$ cat src/rtl/e3_defs.vh
// Shared excess-3 decode constants, pulled into excess3_to_bcd_pkg.
`ifndef E3_DEFS_VH
`define E3_DEFS_VH

// Excess-3 code is the decimal digit plus this offset.
localparam logic [3:0] E3_OFFSET = 4'd3;
// Lowest legal excess-3 code (digit 0).
localparam logic [3:0] E3_MIN    = 4'd3;
// Highest legal excess-3 code (digit 9).
localparam logic [3:0] E3_MAX    = 4'd12;
// Digit value reported for an illegal code.
localparam logic [3:0] BCD_BAD   = 4'hF;

`endif

$ cat src/rtl/excess3_to_bcd_pkg.sv
// Package for the excess-3 to BCD converter: decode constants, the
// stage-2 result record and a BCD-to-binary helper.
// Optional feature macro: E3DEC_BIN_EN (binary value output).
package excess3_to_bcd_pkg;

  `include "e3_defs.vh"

  // Decoded result of one input byte as held in the output stage.
  typedef struct packed {
    logic [7:0] q;
    logic       err;
  } result_t;

  // tens*10 + units using shifts; inputs are valid BCD digits (0..9).
  function automatic logic [6:0] bcd_to_bin(input logic [3:0] tens,
                                            input logic [3:0] units);
    logic [6:0] t;
    logic [6:0] u;
    t = {3'b000, tens};
    u = {3'b000, units};
    return (t << 3) + (t << 1) + u;
  endfunction

endpackage

$ cat src/rtl/e3_digit.sv
// Single excess-3 nibble decoder: legal codes 3..12 map to digits 0..9,
// every other code yields BCD_BAD with the invalid flag raised.
module e3_digit
  import excess3_to_bcd_pkg::*;
(
  input  logic [3:0] code,
  output logic [3:0] digit,
  output logic       invalid
);

  // Range check and offset removal.
  always_comb begin
    invalid = (code < E3_MIN) || (code > E3_MAX);
    digit   = invalid ? BCD_BAD : (code - E3_OFFSET);
  end

endmodule

$ cat src/rtl/excess3_to_bcd.sv
// Two-stage valid/ready pipeline converting a byte of two packed excess-3
// digits into packed BCD, with an error flag and a saturating count of
// erroneous results delivered.
// Optional feature macro: E3DEC_BIN_EN adds output bin (tens*10+units,
// 7'h7F on error), registered alongside q.
//
// Handshake: a transfer happens on a rising edge where valid && ready are
// both high. The producer side (in_valid/a) may not be assumed to hold;
// the output side holds q/err/out_valid (and bin) stable while
// out_valid && !out_ready. A stage loads when it is empty or when its
// contents are leaving in the same cycle.
module excess3_to_bcd
  import excess3_to_bcd_pkg::*;
(
  input  logic       clk,
  input  logic       rst_n,
  input  logic       in_valid,
  output logic       in_ready,
  input  logic [7:0] a,
  output logic       out_valid,
  input  logic       out_ready,
  output logic [7:0] q,
  output logic       err,
  input  logic       clr,
  output logic [7:0] err_cnt
`ifdef E3DEC_BIN_EN
  ,
  output logic [6:0] bin
`endif
);

  logic       s1_valid;
  logic [7:0] s1_a;
  logic       in_fire;
  logic       s2_load;
  logic       out_fire;
  logic [3:0] tens_digit;
  logic [3:0] units_digit;
  logic       tens_bad;
  logic       units_bad;
  result_t    s2_next;

  e3_digit u_tens (
    .code    (s1_a[7:4]),
    .digit   (tens_digit),
    .invalid (tens_bad)
  );

  e3_digit u_units (
    .code    (s1_a[3:0]),
    .digit   (units_digit),
    .invalid (units_bad)
  );

  // Handshake and stage-advance decisions.
  always_comb begin
    out_fire    = out_valid && out_ready;
    s2_load     = s1_valid && (!out_valid || out_ready);
    in_ready    = !s1_valid || s2_load;
    in_fire     = in_valid && in_ready;
    s2_next.q   = {tens_digit, units_digit};
    s2_next.err = tens_bad || units_bad;
  end

  // Stage 1: capture the raw input byte.
  always_ff @(posedge clk or negedge rst_n) begin
    if (!rst_n) begin
      s1_valid <= 1'b0;
      s1_a     <= 8'h00;
    end else if (in_fire) begin
      s1_valid <= 1'b1;
      s1_a     <= a;
    end else if (s2_load) begin
      s1_valid <= 1'b0;
    end
  end

  // Stage 2: register the decoded result; hold it until consumed.
  always_ff @(posedge clk or negedge rst_n) begin
    if (!rst_n) begin
      out_valid <= 1'b0;
      q         <= 8'h00;
      err       <= 1'b0;
    end else if (s2_load) begin
      out_valid <= 1'b1;
      q         <= s2_next.q;
      err       <= s2_next.err;
    end else if (out_fire) begin
      out_valid <= 1'b0;
    end
  end

`ifdef E3DEC_BIN_EN
  // Binary value of the result, loaded together with q.
  always_ff @(posedge clk or negedge rst_n) begin
    if (!rst_n) begin
      bin <= 7'h00;
    end else if (s2_load) begin
      bin <= s2_next.err ? 7'h7F : bcd_to_bin(tens_digit, units_digit);
    end
  end
`endif

  // Count delivered erroneous results; clear wins over increment.
  always_ff @(posedge clk or negedge rst_n) begin
    if (!rst_n) begin
      err_cnt <= 8'h00;
    end else if (clr) begin
      err_cnt <= 8'h00;
    end else if (out_fire && err && (err_cnt != 8'hFF)) begin
      err_cnt <= err_cnt + 8'h01;
    end
  end

endmodule

$ cat config.mk
export PLATFORM = sky130hd
export DESIGN_NAME = excess3_to_bcd
export DESIGN_NICKNAME = d
export VERILOG_FILES = /design/src/rtl/excess3_to_bcd_pkg.sv /design/src/rtl/e3_digit.sv /design/src/rtl/excess3_to_bcd.sv
export VERILOG_INCLUDE_DIRS = /design/src /design/src/rtl
export SDC_FILE = /design/constraint.sdc
export NUM_CORES = 1
export LEC_CHECK = 0
export CAP_MARGIN = 20
export CORE_ASPECT_RATIO = 0.5
export CORE_MARGIN = 2
export CORE_UTILIZATION = 50
export CTS_BUF_LIST = sky130_fd_sc_hd__clkbuf_4 sky130_fd_sc_hd__clkbuf_8
export CTS_CLUSTER_SIZE = 14
export DETAILED_ROUTE_END_ITERATION = 10
export MAX_ROUTING_LAYER = met4
export PLACE_DENSITY = 0.8
export SYNTH_ARGS = -nofsm -noshare
export SYNTH_HDL_FRONTEND = slang
export SYNTH_SLANG_ARGS = --single-unit
export TNS_END_PERCENT = 30
$ cat constraint.sdc
create_clock -name clk -period 1.9 [get_ports clk]
set_input_delay 0.38 -clock clk [delete_from_list [all_inputs] [get_ports clk]]
set_output_delay 0.38 -clock clk [all_outputs]
set_load 0.02 [all_outputs]
-- Word-level counts from Yosys, hierarchy flattened
Index checks and enable logic that the tools add are counted.
- register bits after elaboration: 27
- word-level logic and storage cells: 37
- input bits: 13
- bits in read-only memories: 0
- bits in writable memories: 0
- bits in latches: 0
- output and inout bits: 19
- memories: 0
- multiplexer cells: 8
- bitwise logic cells: 0
- multiply operators: 0
- order comparisons: 4
- $add $sub $neg: 3
- div/mod/pow operators: 0
- shift-type cells: 0
- reductions and logical operators: 15
- equality and inequality tests: 1
- operators with widths (cell ; number):
    $mux 8 ; 2
    $add 8x1->8 const B ; 1
    $gt 4x4->1 const B ; 2
    $lt 4x2->1 const B ; 2
    $mux 4 ; 2
    $ne 8x8->1 const B ; 1
    $sub 4x2->4 const B ; 2
    $reduce_bool 2->1 ; 3
    $logic_and 1x1->1 ; 5
    $logic_or 1x1->1 ; 5
    $mux 1 ; 4
    $logic_not 1->1 ; 2

-- Logic depth before layout (Yosys ltp)
Gate-level depths: netlist of run 1.
- depth in word-level cells: 6
- depth in mapped cells: 5
- mapped depth without buffers: 5

-- Modules after synthesis
From an unflattened synthesis of run 1, not the netlist that was laid out.
- cell total of the unflattened synthesis: 126
- area, all modules: 1450.1 um^2
- modules (own cells, without submodules) (module ; sequential area each (um^2) ; cells an instance ; times used ; area an instance (um^2)):
    excess3_to_bcd ; 675.6 ; 92 ; 1 ; 1204.9
    e3_digit ; 0.0 ; 17 ; 2 ; 122.6

-- Worst setup path before layout of run 1
No wires, ideal clock.
- path type: flip-flop to flip-flop
- from: register err_cnt[0]
- to: register err_cnt[0]
- cell stages (with the launch flop): 5
- clock period less this slack: 1667 ps
- setup slack: 233 ps
- data required time: 1775 ps
- arrival: 1543 ps
- path buffers: 0
- setup time: 125 ps
- cell sequence: dfrtp_1 > ha_1 > and4_1 > a21oi_1 > mux2_2
- cells in the longest elaborated chain, start to end: 3
- elaborated cells on any way between the ends: 6
- classes of those cells: add/sub: 1; eq/ne: 1; mux: 2; reduce/logical: 2
- RTL lines (item ; RTL line ; text):
    start: declaration ; excess3_to_bcd.sv:25 ; output logic [7:0] err_cnt
    start signal: assignment ; excess3_to_bcd.sv:111 ; err_cnt <= err_cnt + 8'h01;
    $add 8x1->8 or $ne 8x8->1 (tied branches) ; excess3_to_bcd.sv:111, excess3_to_bcd.sv:110 ;
    $mux 8 or $logic_and 1x1->1 (tied branches) ; excess3_to_bcd.sv:110 ; end else if (out_fire && err && (err_cnt != 8'hFF)) begin
    $mux 8 or $reduce_bool 2->1 (tied branches) ; -- ;
Several ways; a longest one is shown, not always the timed one. The select of a mux whose other input is x is not followed.
A chain may end at the register's enable or synchronous reset.

-- Worst setup path after layout of run 1
- from: register err_cnt[2]
- to: output port err_cnt[2]
No word-level cell between the ends.

==> results by group, run 1 <==
Synth
  – Syn Inst Count: 127
  – Sequential area share after synthesis: 0.485
  – Syn Area/Cell: 11.0 sq um
  – Synth Cell Area: 0.00139 sq mm
  – Synth warnings: 0
  – Syn nets: 145
  – Yosys cell types: 32
  – Synth Register Bits: 27

CTS
  – Post-CTS Hold Buffers: 0
  – Clock Sinks: 27
  – H-tree levels: 1
  – Root buffer cell: clkbuf_8
  – Post-CTS Setup Bufs: 0
  – CTS buffer count: 3
  – Clock buffer depth: 2
  – CTS tree: built
  – Worst-Skew Late Latency: 0.27 ns
  – Clk slew on worst S/H paths: 0.09 ns
  – PostCTS Resize Cnt: 1

Die
  – Die area: 0.00325 sq mm
  – # rows: 13
  – Die X: 78.7 um
  – DIE HEIGHT: 41.3 um
  – Core Region: 0.00262 sq mm
  – Initial core utilization: 0.532
  – Ports: 32

Timing
  – Setup slack after layout: 0.116 ns
  – Minimum clock period: 1.78 ns
  – RSZ-0062 raised after global routing: no
  – Slew margin rel.: 0.732
  – Achievable clock frequency: 561 MHz
  – Fin. max-slew vios: 0
  – Hold Vio Cnt, Final: 0
  – Worst Tran Pin Value: 0.392 ns
  – Final setup fails: 0
  – Final Skew: 0.00274 ns
  – Period utilisation layout: 0.939

Critical path
  – Crit path capture type: output pin
  – Crit-path leading delay family: buffers and inverters
  – CP endpoint: err_cnt[2]
  – Critical Path Source: err_cnt[2]
  – CP max FO: 8
  – Worst path cell trace: clkdlybuf4s50_1
  – Startpoint types: register
  – Flop2flop setup slack: 0.24 ns
  – Required time of the critical path: 1.52 ns
  – Slowest-stage cell, CP: clkdlybuf4s50_1
  – Register-to-Register Path Depth: 4
  – Critical Path Stages: 1
  – Max stage delay on crit path: 0.65 ns
  – Setup CP Type: reg2out
  – WP data arrival: 1.40 ns
  – FF-to-FF End: err_cnt[3]
  – Buffer and inverter count on the worst path: 1
  – Crit Reg-Reg Startpoint: err_cnt[0]

Final layout
  – P&R area growth vs syn: 29.4%
  – Nets: 182
  – Post-route core utilization: 0.689
  – Share of cells above drive strength 1: 0.153
  – Fillers: 209
  – ANT cells: 0

Drt
  – First-pass DRT Iterations: 4
  – Iter 0 DRT Violations: 27
  – Vias: 1,069
  – WL/cell: 13.1 um
  – DRC: 0
  – Via density: 5.35
  – Post-DRT Antenna Nets: 0
  – Detailed-route wire length: 2.62 mm

Pwr
  – Power density over the cells: 898 mW/mm^2
  – Peak VDD IR: 0.516 mV
  – Leakage power: 0.000768 uW

GRT
  – Grt total ovfl: 0
  – Largest net degree at the start of global routing: 28
  – Vias in the first global route: 891
  – First-pass GRT wire length: 4.00 mm
  – Total Routing Usage GR: 0.172
  – Antenna violations before repair: 0

Flow run
  – Max cap viols: 0

Min path
  – Worst hold path type: in2async

Run status
  – Status: completed

Place
  – GPL Wtd Cong: 0.861
  – # port buffers: 31
  – DP Worst Slack: -0.0631 ns
  – HPWL after detailed placement: 1.91 mm
[cells by family (layout without fill, tap and decap cells)]
| family | Yosys count | after routing | synth area share |
|---|---|---|---|
| AO/OA/AOI/OAI | 33 | 33 | 0.149 |
| multiplexers | 15 | 15 | 0.128 |
| flip-flops | 27 | 27 | 0.485 |
| XOR/XNOR | 1 | 1 | 0.00628 |
| AND/OR/NAND/NOR | 30 | 30 | 0.132 |
| adder cells (fa/ha/maj) | 5 | 5 | 0.0449 |
| buffers and inverters | 16 | 52 | 0.0547 |
[sequential cells by signal, summed over array words and instances (netlist names)]
register	cells
out_valid	1
err_cnt	8
err	1
q	8
s1_valid	1
s1_a	8
[cells in the mapped netlist, drive strengths merged]
cell type / instances / area share
mux2i: 1 / 0.0072
nand2: 2 / 0.0072
a31oi: 9 / 0.040
a211oi: 2 / 0.011
and2: 1 / 0.0063
a2111oi: 2 / 0.013
xor2: 1 / 0.0063
buf: 3 / 0.020
clkbuf: 1 / 0.0027
ha: 5 / 0.045
a311o: 2 / 0.014
mux2: 14 / 0.12
a41o: 1 / 0.0072
or2b: 1 / 0.0054
o21ai: 3 / 0.011
nand4: 2 / 0.0090
and4: 2 / 0.013
nor2b: 5 / 0.022
nand3: 3 / 0.011
nor3b: 1 / 0.0054
nand3b: 1 / 0.0054
a21oi: 13 / 0.047
and3: 2 / 0.0090
a311oi: 1 / 0.0063
inv: 12 / 0.032
dfrtp: 27 / 0.48
nor2: 2 / 0.0054
nor3: 3 / 0.011
nand2b: 5 / 0.022
[power by group]
group          internal (uW)  switching (uW)  total [uW]
logic                    279             240         520
registers                669            93.4         762
clock network            165             174         338
[layer usage]
layer / routed length, um / part of all wire / GRT usage / up-vias
met2: 1250 / 0.48 / 0.301 / 19
met4: 8 / 0.0031 / 0.0526 / 0
met1: 1270 / 0.49 / 0.208 / 515
met3: 90 / 0.034 / 0.0453 / 2
met5: 0 / 0 / - / -
li1: - / - / - / 533
[layout make-up]
class,count,area [sq um],area share
clock buffer,4,48.8,0.0270
inverter,12,45.0,0.0250
multi-input combinational,84,642,0.356
sequential,27,676,0.374
tap,37,46.3,0.0257
timing repair buffer,36,347,0.192
[worst min-delay path by stage]
stage	from	end	slack (ns)	cells past startpoint
after global routing	rst_n	q[7]	0.48	2
after global placement	q[3]	q[3]	0.50	1
after detailed placement	q[6]	q[6]	0.49	1
after floorplan	rst_n	err	0.08	0
after CTS	rst_n	s1_a[7]	0.48	2
final	rst_n	s1_a[7]	0.47	2
[per-stage QoR]
stage          std cells  setup TNS (ns)  power [uW]  instance area [sq um]  hold slack (ns)
2_1_floorplan        127               0        1060                   1390           0.0844
3_3_place_gp         196         -0.0612        1280                   1760            0.498
3_5_place_dp         196         -0.0631        1300                   1760            0.494
4_1_cts              200               0        1640                   1800            0.476
5_1_grt              200               0        1720                   1800            0.483
6_report             200               0        1620                   1800            0.469
[cell usage in the layout (no fill, tap or decap), types with 2 or more instances in the layout]
cell / instances
nand2b_1: 5
a21oi_1: 13
nor2b_1: 5
buf_4: 5
and3_1: 2
a31oi_1: 9
nor3_1: 3
and4_1: 2
a2111oi_0: 2
clkdlybuf4s50_1: 30
a211oi_1: 2
inv_1: 12
ha_1: 5
clkbuf_8: 3
nand4_1: 2
mux2_4: 3
nor2_1: 2
mux2_2: 11
nand3_1: 3
o21ai_0: 3
dfrtp_1: 27
a311o_1: 2
Note: power is estimated with default switching activity, not from simulation.
==> run 2: changes to the inputs <==
CORE_ASPECT_RATIO = 0.9   (was 0.5)
PLACE_DENSITY = 0.79   (was 0.8)
SYNTH_HIERARCHICAL = 1   (was not set)
==> results by group, run 2 <==
Synth
  – FFs w/ async S/R, synth: 1.00 (unchanged)
  – Most common cell in the netlist: dfrtp_1
  – Sequential area share after synthesis: 0.466 (-0.0188)
  – Synth Flop Type: dfrtp_1
  – Post-synth top area share: 0.466 (-0.0188)
  – Syn Area/Cell: 11.5 sq um (+4.9%)
  – Syn nets: 144 (-0.69%)
  – Synth warnings: 6 (+6)
  – Synth Register Bits: 27 (unchanged)
  – Synth area leaders: dfrtp_1 (47%), mux2_2 (12%), ha_1 (4.3%)
  – Number of synthesized flops with an enable pin: 0 (unchanged)
  – Synth area leader: dfrtp_1
  – Synth Cell Area: 0.00145 sq mm (+4.0%)
  – Yosys cell types: 31 (-3.1%)
  – Synth cell count leaders: dfrtp_1 (27), mux2_2 (16), nor2b_1 (8), inv_1 (7), nand2b_1 (7)
  – Syn Inst Count: 126 (-0.79%)

Place
  – GPL Wtd Cong: 0.852 (-1.1%)
  – DP Worst Slack: -0.138 ns (-0.0745 ns)
  – Placed Cells: 197 (+0.51%)
  – HPWL after detailed placement: 2.15 mm (+13%)
  – # port buffers: 31 (unchanged)

Pwr
  – Clk pwr share: 0.159 (-0.050)
  – Sw Pwr: 529 uW (+4.2%)
  – Peak VDD IR: 0.520 mV (+0.82%)
  – Leakage power: 0.000766 uW (-0.24%)
  – Total power: 1610 uW (-0.37%)
  – Comb power frac: 0.364 (+0.043)
  – Switching Share: 0.328 (+0.0145)
  – P_int: 1090 uW (-2.5%)
  – Seq pwr share: 0.476 (+0.006)
  – Power density over the cells: 876 mW/mm^2 (-2.4%)

Critical path
  – FF-to-FF End: err_cnt[3]
  – Flop2flop setup slack: 0.20 ns (-0.04 ns)
  – Buffer and inverter count on the worst path: 1 (unchanged)
  – WP data arrival: 1.44 ns (+0.04 ns)
  – Register-to-Register Path Depth: 4 (unchanged)
  – Max stage delay on crit path: 0.65 ns (about the same)
  – Crit Reg-Reg Startpoint: err_cnt[0]
  – Startpoint types: register
  – Required time of the critical path: 1.52 ns (about the same)
  – Setup CP Type: reg2out
  – Worst path cell trace: clkdlybuf4s50_1
  – Crit path capture type: output pin
  – Slowest-stage cell, CP: clkdlybuf4s50_1
  – CP max FO: 8 (unchanged)
  – Crit-path leading delay family: buffers and inverters

Timing
  – Worst Tran Pin Value: 0.355 ns (-0.0377 ns)
  – Fin. max-slew vios: 0 (unchanged)
  – Hold Vio Cnt, Final: 0 (unchanged)
  – Slew margin rel.: 0.760 (+0.0281)
  – RSZ-0062 raised after global routing: no
  – Achievable clock frequency: 550 MHz (-1.9%)
  – Period utilisation layout: 0.957 (+0.0178)
  – Final setup fails: 0 (unchanged)
  – Minimum clock period: 1.82 ns (+0.0338 ns)
  – Setup slack after layout: 0.0824 ns (-0.0338 ns)
  – Final Skew: 0.00421 ns (+0.00147 ns)

Drt
  – Detailed-route wire length: 2.88 mm (+9.6%)
  – Post-DRT Antenna Nets: 0 (unchanged)
  – WL/cell: 14.3 um (+9.1%)
  – Via density: 5.59 (+4.6%)
  – DRC: 0 (unchanged)
  – Vias: 1,124 (+5.1%)
  – First-pass DRT Iterations: 4 (unchanged)
  – Iter 0 DRT Violations: 44 (+63%)

GRT
  – First-pass GRT wire length: 4.70 mm (+18%)
  – Grt total ovfl: 0 (unchanged)
  – Total Routing Usage GR: 0.199 (+0.0262)
  – Antenna violations before repair: 0 (unchanged)
  – Vias in the first global route: 1,080 (+21%)
  – Largest net degree at the start of global routing: 28 (unchanged)

CTS
  – CTS buffer count: 3 (unchanged)
  – Post-CTS Setup Bufs: 0 (unchanged)
  – H-tree levels: 1 (unchanged)
  – Post-CTS Hold Buffers: 0 (unchanged)
  – Clock buffer depth: 2 (unchanged)
  – Clk slew on worst S/H paths: 0.14 ns (+0.05 ns)
  – CTS tree: built
  – Worst-Skew Late Latency: 0.32 ns (+0.05 ns)
  – Clock Sinks: 27 (unchanged)
  – PostCTS Resize Cnt: 1 (unchanged)
  – Root buffer cell: clkbuf_4

Final layout
  – Nets: 180 (-1.1%)
  – P&R area growth vs syn: 27.0%
  – Most common cell after layout, fill and taps aside: clkdlybuf4s50_1
  – Biggest regs: err_cnt x8, q x8, s1_a x8
  – Fillers: 221 (+5.7%)
  – Share of cells above drive strength 1: 0.199 (+0.0454)
  – ANT cells: 0 (unchanged)
  – Post-route core utilization: 0.670 (-0.0187)
  – Fin cells: 201 (+0.50%)
  – Most frequent cells in the layout: clkdlybuf4s50_1 (30), dfrtp_1 (27), mux2_2 (16)

Die
  – Die area: 0.00335 sq mm (+2.9%)
  – Die X: 60.8 um (-23%)
  – # rows: 18 (+5)
  – DIE HEIGHT: 55.1 um (+33%)
  – Initial core utilization: 0.528 (-0.00447)
  – Core Region: 0.00275 sq mm (+4.9%)
  – Ports: 32 (unchanged)

Run status
  – Status: completed

Flow run
  – Max cap viols: 0 (unchanged)

Min path
  – Worst hold path type: in2async
==> run 2: cell types whose count changed in the layout (fill, tap and decap cells not counted), moves of 4 or more <==
cell,previous run,this run
a31oi_1,9,5
o311ai_1,0,4
inv_1,12,7
a21oi_1,13,3
mux2_2,11,16
==> run 2: area by class of cell <==
type                            count  area [sq um]  area share
Multi-Input combinational cell     89           728       0.395
Inverter                            7          26.3      0.0143
Timing Repair Buffer               34           332       0.180
Clock buffer                        4          30.0      0.0163
Sequential cell                    27           676       0.367
Tap cell                           40          50.0      0.0272
==> run 2: routing by layer <==
layer  part of all wire  track usage  wire length [um]  vias up
li1                   -            -                 -      538
met1               0.43        0.237              1240      540
met2               0.49        0.333              1410       38
met3              0.051       0.0465               148        8
met4              0.025       0.0688                71        0
met5                  0            -                 0        -
==> run 2: power by group through the flow <==
stage | combinational [uW] | clock, uW | sequential [uW]
global placement | 569 | 0 | 774
finish | 588 | 257 | 769
global route | 633 | 298 | 786
CTS | 593 | 269 | 769
detailed placement | 592 | 0 | 781
floorplan | 247 | 0 | 859
==> run 2: worst max path at each step <==
| stage | from | cells after the start | slack, ns | end |
|---|---|---|---|---|
| 6_report | err_cnt[2] | 1 | 0.08 | err_cnt[2] |
| 5_1_grt | err_cnt[3] | 1 | 0.007 | err_cnt[3] |
| 4_1_cts | err_cnt[2] | 1 | 0.08 | err_cnt[2] |
| 3_5_place_dp | out_ready | 3 | -0.14 | in_ready |
| 3_3_place_gp | out_ready | 3 | -0.16 | in_ready |
| 2_1_floorplan | err_cnt[0] | 5 | 0.21 | err_cnt[3] |
==> run 2: logic make-up after synthesis <==
kind of cell / count (synthesis) / synth area share
flops: 27 / 0.466
simple gates: 38 / 0.161
buf+inv: 10 / 0.0319
compound gates: 27 / 0.146
fa+ha+maj: 5 / 0.0431
mux: 19 / 0.152
==> run 2: per-stage QoR <==
step,hold WS [ns],cell area [sq um],setup TNS (ns)
after floorplan,0.0844,1450,0
after global placement,0.491,1810,-0.163
after detailed placement,0.498,1810,-0.138
after CTS,0.432,1840,0
after global routing,0.450,1840,0
final,0.421,1840,0
